## src/rtl/try_pkg.sv

```systemverilog
// Shared definitions for the P5 primary-opcode classifier: opcode constants,
// instruction class enum and the one-hot class flag struct.
package try_pkg;

  localparam int OP_W = 6;

  localparam logic [OP_W-1:0] OP_RTYPE = 6'b000000;
  localparam logic [OP_W-1:0] OP_ORI   = 6'b001101;
  localparam logic [OP_W-1:0] OP_LUI   = 6'b001111;
  localparam logic [OP_W-1:0] OP_ADDIU = 6'b001001;
  localparam logic [OP_W-1:0] OP_LW    = 6'b100011;
  localparam logic [OP_W-1:0] OP_SW    = 6'b101011;
  localparam logic [OP_W-1:0] OP_BEQ   = 6'b000100;
  localparam logic [OP_W-1:0] OP_J     = 6'b000010;
  localparam logic [OP_W-1:0] OP_JAL   = 6'b000011;

  typedef enum logic [2:0] {
    CLS_NONE   = 3'd0,
    CLS_RTYPE  = 3'd1,
    CLS_IMM    = 3'd2,
    CLS_LOAD   = 3'd3,
    CLS_STORE  = 3'd4,
    CLS_BRANCH = 3'd5,
    CLS_JUMP   = 3'd6
  } class_e;

  typedef struct packed {
    logic rtype;
    logic imm;
    logic load;
    logic store;
    logic branch;
    logic jump;
  } flags_t;

  // One-hot expansion; CLS_NONE yields all-zero flags.
  function automatic flags_t class_to_flags(input class_e cls);
    flags_t f;
    f = '0;
    case (cls)
      CLS_RTYPE:  f.rtype  = 1'b1;
      CLS_IMM:    f.imm    = 1'b1;
      CLS_LOAD:   f.load   = 1'b1;
      CLS_STORE:  f.store  = 1'b1;
      CLS_BRANCH: f.branch = 1'b1;
      CLS_JUMP:   f.jump   = 1'b1;
      default:    f        = '0;
    endcase
    return f;
  endfunction

endpackage

```

## src/rtl/try_decode.sv

```systemverilog
// Combinational opcode -> instruction class decoder. Anything outside the
// supported P5 set maps to CLS_NONE.
module try_decode
  import try_pkg::*;
(
  input  logic [OP_W-1:0] op_i,
  output class_e          cls_o
);

  always_comb begin
    cls_o = CLS_NONE;
    case (op_i)
      OP_RTYPE:                 cls_o = CLS_RTYPE;
      OP_ORI, OP_LUI, OP_ADDIU: cls_o = CLS_IMM;
      OP_LW:                    cls_o = CLS_LOAD;
      OP_SW:                    cls_o = CLS_STORE;
      OP_BEQ:                   cls_o = CLS_BRANCH;
      OP_J, OP_JAL:             cls_o = CLS_JUMP;
      default:                  cls_o = CLS_NONE;
    endcase
  end

endmodule

```

## src/rtl/try_core.sv

```systemverilog
// Registered MIPS primary-opcode classifier. Optional saturating illegal-opcode
// counter is built when TRY_ILLEGAL_CNT_EN is defined.
module try_core
  import try_pkg::*;
#(
  parameter int OPW  = 6,
  parameter int CNTW = 8
) (
  input  logic            clk,
  input  logic            rst_n,
  input  logic            en,
  input  logic [OPW-1:0]  A,
  output logic            B,
  output logic            is_rtype,
  output logic            is_imm,
  output logic            is_load,
  output logic            is_store,
  output logic            is_branch,
  output logic            is_jump
`ifdef TRY_ILLEGAL_CNT_EN
  ,
  output logic [CNTW-1:0] illegal_cnt
`endif
);

  // No handshake: every edge with en=1 accepts A; outputs hold while en=0.
  class_e cls;
  flags_t flags_d, flags_q;
  logic   b_d, b_q;

  try_decode u_decode (
    .op_i  (A),
    .cls_o (cls)
  );

  always_comb begin
    flags_d = flags_q;
    b_d     = b_q;
    if (en) begin
      flags_d = class_to_flags(cls);
      b_d     = (cls != CLS_NONE);
    end
  end

  always_ff @(posedge clk) begin
    if (!rst_n) begin
      flags_q <= '0;
      b_q     <= 1'b0;
    end else begin
      flags_q <= flags_d;
      b_q     <= b_d;
    end
  end

  assign B         = b_q;
  assign is_rtype  = flags_q.rtype;
  assign is_imm    = flags_q.imm;
  assign is_load   = flags_q.load;
  assign is_store  = flags_q.store;
  assign is_branch = flags_q.branch;
  assign is_jump   = flags_q.jump;

`ifdef TRY_ILLEGAL_CNT_EN
  logic [CNTW-1:0] cnt_d, cnt_q;

  // Saturate at all-ones rather than wrapping.
  always_comb begin
    cnt_d = cnt_q;
    if (en && (cls == CLS_NONE) && (cnt_q != {CNTW{1'b1}})) begin
      cnt_d = cnt_q + 1'b1;
    end
  end

  always_ff @(posedge clk) begin
    if (!rst_n) begin
      cnt_q <= '0;
    end else begin
      cnt_q <= cnt_d;
    end
  end

  assign illegal_cnt = cnt_q;
`endif

endmodule

```

## config.mk

```make
export PLATFORM = sky130hd
export DESIGN_NAME = try_core
export DESIGN_NICKNAME = d
export VERILOG_FILES = /design/src/rtl/try_pkg.sv /design/src/rtl/try_decode.sv /design/src/rtl/try_core.sv
export SDC_FILE = /design/constraint.sdc
export NUM_CORES = 1
export LEC_CHECK = 0
export BUFFER_PORTS_ARGS = -buffer_cell sky130_fd_sc_hd__buf_2
export CAP_MARGIN = 10
export CORE_AREA = 2 2 39 41
export CTS_CLUSTER_SIZE = 30
export DETAILED_ROUTE_END_ITERATION = 10
export DIE_AREA = 0 0 41 43
export PLACE_DENSITY = 0.58
export RECOVER_POWER = 50
export SLEW_MARGIN = 20
export SYNTH_ARGS = -nofsm -noshare
export SYNTH_HDL_FRONTEND = slang
export SYNTH_SLANG_ARGS = --single-unit
export TNS_END_PERCENT = 30
```

## constraint.sdc

```tcl
create_clock -name clk -period 2.15 [get_ports clk]
set_input_delay 0.43 -clock clk [delete_from_list [all_inputs] [get_ports clk]]
set_output_delay 0.43 -clock clk [all_outputs]
set_load 0.01 [all_outputs]
```

Word-level counts from Yosys, hierarchy flattened:

Index checks and enable logic that the tools add are counted.

* bits in registers: 7
* word-level logic and storage cells: 32
* output and inout port bits: 7
* input bits: 9

* equal/unequal tests: 14
* multiplexer cells: 7
* reduce and logical (&&, ||, !) cells: 4

Operators by type and width (number)
* 6-bit by 4-bit equality test with 1-bit output, second input constant: 3
* 3-bit case mux with 6 select lines: 1
* 6-bit by 2-bit equality test with 1-bit output, second input constant: 2
* 6-bit equality test, second input constant: 2
* 3-bit equality test, second input constant: 3
* 3-bit by 2-bit equality test with 1-bit output, second input constant: 2
* 6-bit by 3-bit equality test with 1-bit output, second input constant: 1
* 6-bit zero test: 1
* 1-bit two-way mux: 6
* 3-bit by 1-bit equality test with 1-bit output, second input constant: 1
* 3-bit nonzero test: 1
* 3-bit OR reduction: 1
* 2-bit OR reduction: 1

Logic depth before layout (Yosys ltp):

* depth in word-level cells: 5
* mapped depth: 5
* depth with buffers taken out: 4

By module:

From an unflattened synthesis, not the netlist that was laid out.

* cells, all modules: 43
* area total of the unflattened synthesis: 395.4 µm²

By module, submodules not included
* try_core: cells each 29, area an instance 309.0 µm², instances 1, sequential area each 140.1 µm²
* try_decode: cells each 14, area an instance 86.3 µm², instances 1, sequential area each 0.0 µm²

Least setup slack after synthesis:

OpenSTA, ideal clock, no wires.

* path type: input to register
* start: in A[3]
* end: reg flags_q (netlist bit is_branch)
* arrival time: 1166 ps
* stages: 4
* buffers on the path: 1
* library setup time: 61 ps
* slack: 923 ps
* required time: 2089 ps
* cell sequence: buf_6 -> or3_1 -> o21bai_2 -> a32o_1

* word-level cells in the longest chain between the ends: 5
* elaborated cells on any way between the ends: 14
* classes of those cells: eq/ne: 9; mux: 2; reduce/logical: 3

RTL lines
* from (decl): RTL line try_core.sv:12 `input logic [OPW-1:0] A,`
* 6-bit by 4-bit equality test with 1-bit output or 6-bit by 2-bit equality test with 1-bit output (tied branches): RTL line try_decode.sv:12 `case (op_i)`
* 3-bit OR reduction or 2-bit OR reduction (tied branches): RTL line try_decode.sv:12
* 3-bit case mux with 6 select lines (*): RTL line try_decode.sv:12
* 3-bit equality test (*): RTL line try_pkg.sv:40 `case (cls)`
* 1-bit two-way mux (*): RTL line try_pkg.sv:40
* to (signal assigned): RTL line try_core.sv:50 `flags_q <= flags_d;`
* to (decl): RTL line try_core.sv:28 `flags_t flags_d, flags_q;`

Every way passes the cells marked *; elsewhere a longest branch is shown, timed or not.
A chain may end at the register's enable or synchronous reset.

Final worst setup path:

* start: in A[1]
* end: reg flags_q (netlist bit is_branch)

Same word-level chain as after synthesis.

==> impl_metrics.toml <==
[floorplanning]
floorplan.initialDensity_pct = 26.4
chipWidth_um = 41
floorplan.rows = 14
io-pin-count = 16
die-area_sq_um = 1760
coreArea_sq_um = 1380
chipHeight_um = 43

[final_layout]
layout.area.seq_sq_um = 140
nets = 68
drive_above_1_share_pct = 27.6
syn2layout_area_growth_pct = 27.7
stdcell_area_sq_um = 467
n_fill_cell = 159
final_core_util_pct = 33.7
multiInputGateArea_sq_um = 211
instances_no_fill = 74
n_antenna_cell = 0

[pwr]
p_comb_share_pct = 12.7
power_per_cell_area_nw_per_um2 = 613
fraction_of_power_consumed_by_the_clock_network_pct = 41.3
p_sw_w = 0.0000682
intPower_w = 0.000218
leakage_nw = 0.203
switching_share_pct = 23.9
sequentialPowerShare_pct = 46.1
power.ir.vdd_worst_uv = 197

[placement]
placed_cells_incl_taps = 70
detailed_place_hpwl_um = 617
gp_routability_congestion = 0.616
numPortBuffers = 15
dpl_cell_area_sq_um = 449
pre_cts_slack_ns = 0.727

[synthesis]
syn-mean-instance-area_sq_um = 9.13
dominantRegCellSynth = "dfxtp_1"
ys_top_cells_by_area = "dfxtp_1, mux2i_1, nand2_1"
synth_fp_nets = 49
syn-cell-area_sq_um = 365
synth.top_cell.area_share_pct = 38.4
postSynth.asyncResetShare_pct = 0
synth.cells.most_frequent = "dfxtp_1, nand2_1, mux2i_1, nor2b_1"
yosys.area.top_type = "dfxtp_1"
yosysMostFrequentCell = "dfxtp_1"
synth_seq_cells = 7
synth-edff-count = 0
seq_area_frac_synth_pct = 38.4
count_of_cell_types_in_the_netlist = 22
netlist_instances = 40
ys_warn_count = 0

[clocking]
cts_root_buffer = "clkbuf_4"
cts_repair_resized_insts = 0
h-tree-depth = 1
cts_buffers = 3
clockBufferDepth = 2
clock_pin_transition_on_the_worst_setup_and_hold_timing_paths_ns = 0.05
tritoncts_num_sinks = 7
cts_tree = "built"
clkLatencyLatePin_ns = 0.25
hold_buffers = 0
cts_setup_buffers = 0

[worst_hold_path]
min_path_type = "primary input to flip-flop"
min_delay_worst_endpoint = "is_load$_SDFFE_PN0P_"
holdPathStages = 2
min-delay-start = "rst_n"

[timing]
grt_setup_unrepaired = "no"
period_share_pct = 54.9
slew_headroom_pct = 71.8
timing_hold_violations_final = 0
final.setup_skew_ns = 0
fin_ws_ns = 0.970
slew_worst_pin_ns = 0.419
fin_tns_setup_ns = 0
period_minus_slack_ns = 1.18
setup-violations-final = 0
achievable-frequency_mhz = 848
slew_violations = 0

[global_route]
grt_overflow_total = 0
global_route.usage.total_pct = 11.1
antenna_found_initial = 0
grt_pass1_vias = 314
global_route_wire_length_before_repair_um = 1260
grt_max_degree = 10

[routing]
drt-initial-drc-count = 12
detail_route.wirelength_um = 786
detailroute.via_count = 380
via_per_inst = 5.14
drc_errors = 0
avgRoutedWirePerCell_um = 10.6
detail_route.first_pass.iterations = 4
final_antenna_net_count = 0

[worst_setup_path]
crit_path_cell_trace = "buf_2, nand2b_1, a21boi_1, o21bai_2, a32o_1"
cp.required_ns = 2.29
reg2reg_slack_ns = 1.52
slowest_delay_ns = 0.25
crit_path_start_kind = "primary input"
worst-endpoint-arrival_ns = 1.32
critPathMaxFanout = 6
critical-path-slowest-cell = "a32o_1"
worst_r2r_endpoint = "is_jump$_SDFFE_PN0P_"
endpoint_kind = "flip-flop"
worstReg2RegStart = "is_jump$_SDFFE_PN0P_"
criticalPathCategory = "primary input to flip-flop"
worst-r2r-cell-count = 1

[flow_run]
maxCapViolations = 0

[run_status]
outcome = "completed"
[cell families (layout without fill, tap and decap cells)]
logic type | count (synthesis) | count (layout) | share of synthesized area [%]
AOI/OAI and AO/OA | 10 | 10 | 21.6
buffers and inverters | 1 | 19 | 3.08
DFF | 7 | 7 | 38.4
muxes | 3 | 3 | 8.22
and+or+nand+nor | 19 | 19 | 28.8
[cell usage in the layout (no fill, tap or decap), types with 2 or more instances in the layout]
master,Yosys,layout
buf_2,0,10
clkbuf_1,0,6
clkbuf_4,0,3
dfxtp_1,7,7
mux2i_1,3,3
nand2_1,6,6
nor2b_1,3,3
nor3_1,2,2
nor4_1,2,2
o21ai_0,2,2
[final cells by class]
| class | count | area share [%] |
|---|---|---|
| Multi-Input combinational cell | 32 | 45.3 |
| Timing Repair Buffer | 15 | 14.7 |
| Tap cell | 16 | 4.29 |
| Sequential cell | 7 | 30.0 |
| Clock buffer | 4 | 5.63 |
[through the flow]
stage	total power [W]	hold WS, ns
floorplan	0.000156	0.483
global placement	0.000171	0.448
detailed placement	0.000171	0.446
CTS	0.000292	0.429
global route	0.000305	0.440
finish	0.000286	0.432
[metal layers]
metal  up-vias  wire (um)  track usage [%]
met3         4         52             3.14
li1        187          -                -
met5         -          0                0
met2        15        337             12.2
met4         0         25             12.0
met1       174        371             15.2
[power groups by stage]
| stage | combinational, W | sequential, W | clock [W] |
|---|---|---|---|
| detailed placement | 0.0000369 | 0.000134 | 0 |
| global route | 0.0000406 | 0.000132 | 0.000133 |
| floorplan | 0.0000212 | 0.000135 | 0 |
| global placement | 0.0000367 | 0.000134 | 0 |
| finish | 0.0000362 | 0.000132 | 0.000118 |
| CTS | 0.0000372 | 0.000132 | 0.000123 |
[worst max-delay path by stage]
| stage | from | end | depth (start not counted) |
|---|---|---|---|
| finish | A[1] | is_branch$_SDFFE_PN0P_ | 5 |
| global route | A[2] | is_rtype$_SDFFE_PN0P_ | 5 |
| CTS | A[2] | is_jump$_SDFFE_PN0P_ | 5 |
| detailed placement | A[2] | is_jump$_SDFFE_PN0P_ | 5 |
| global placement | A[2] | is_branch$_SDFFE_PN0P_ | 5 |
| floorplan | A[3] | is_branch$_SDFFE_PN0P_ | 4 |
[worst max-delay path: cells and delay by family]
family | cells | cell delay (ns)
AND/OR/NAND/NOR | 1 | 0.18
AO/OA/AOI/OAI | 3 | 0.60
buffers and inverters | 1 | 0.12
[state kept, by name (all words and copies together), names as in the netlist]
| name | cells |
|---|---|
| B | 1 |
| is_branch | 1 |
| is_imm | 1 |
| is_jump | 1 |
| is_load | 1 |
| is_rtype | 1 |
| is_store | 1 |
(Power assumes the default switching activity.)
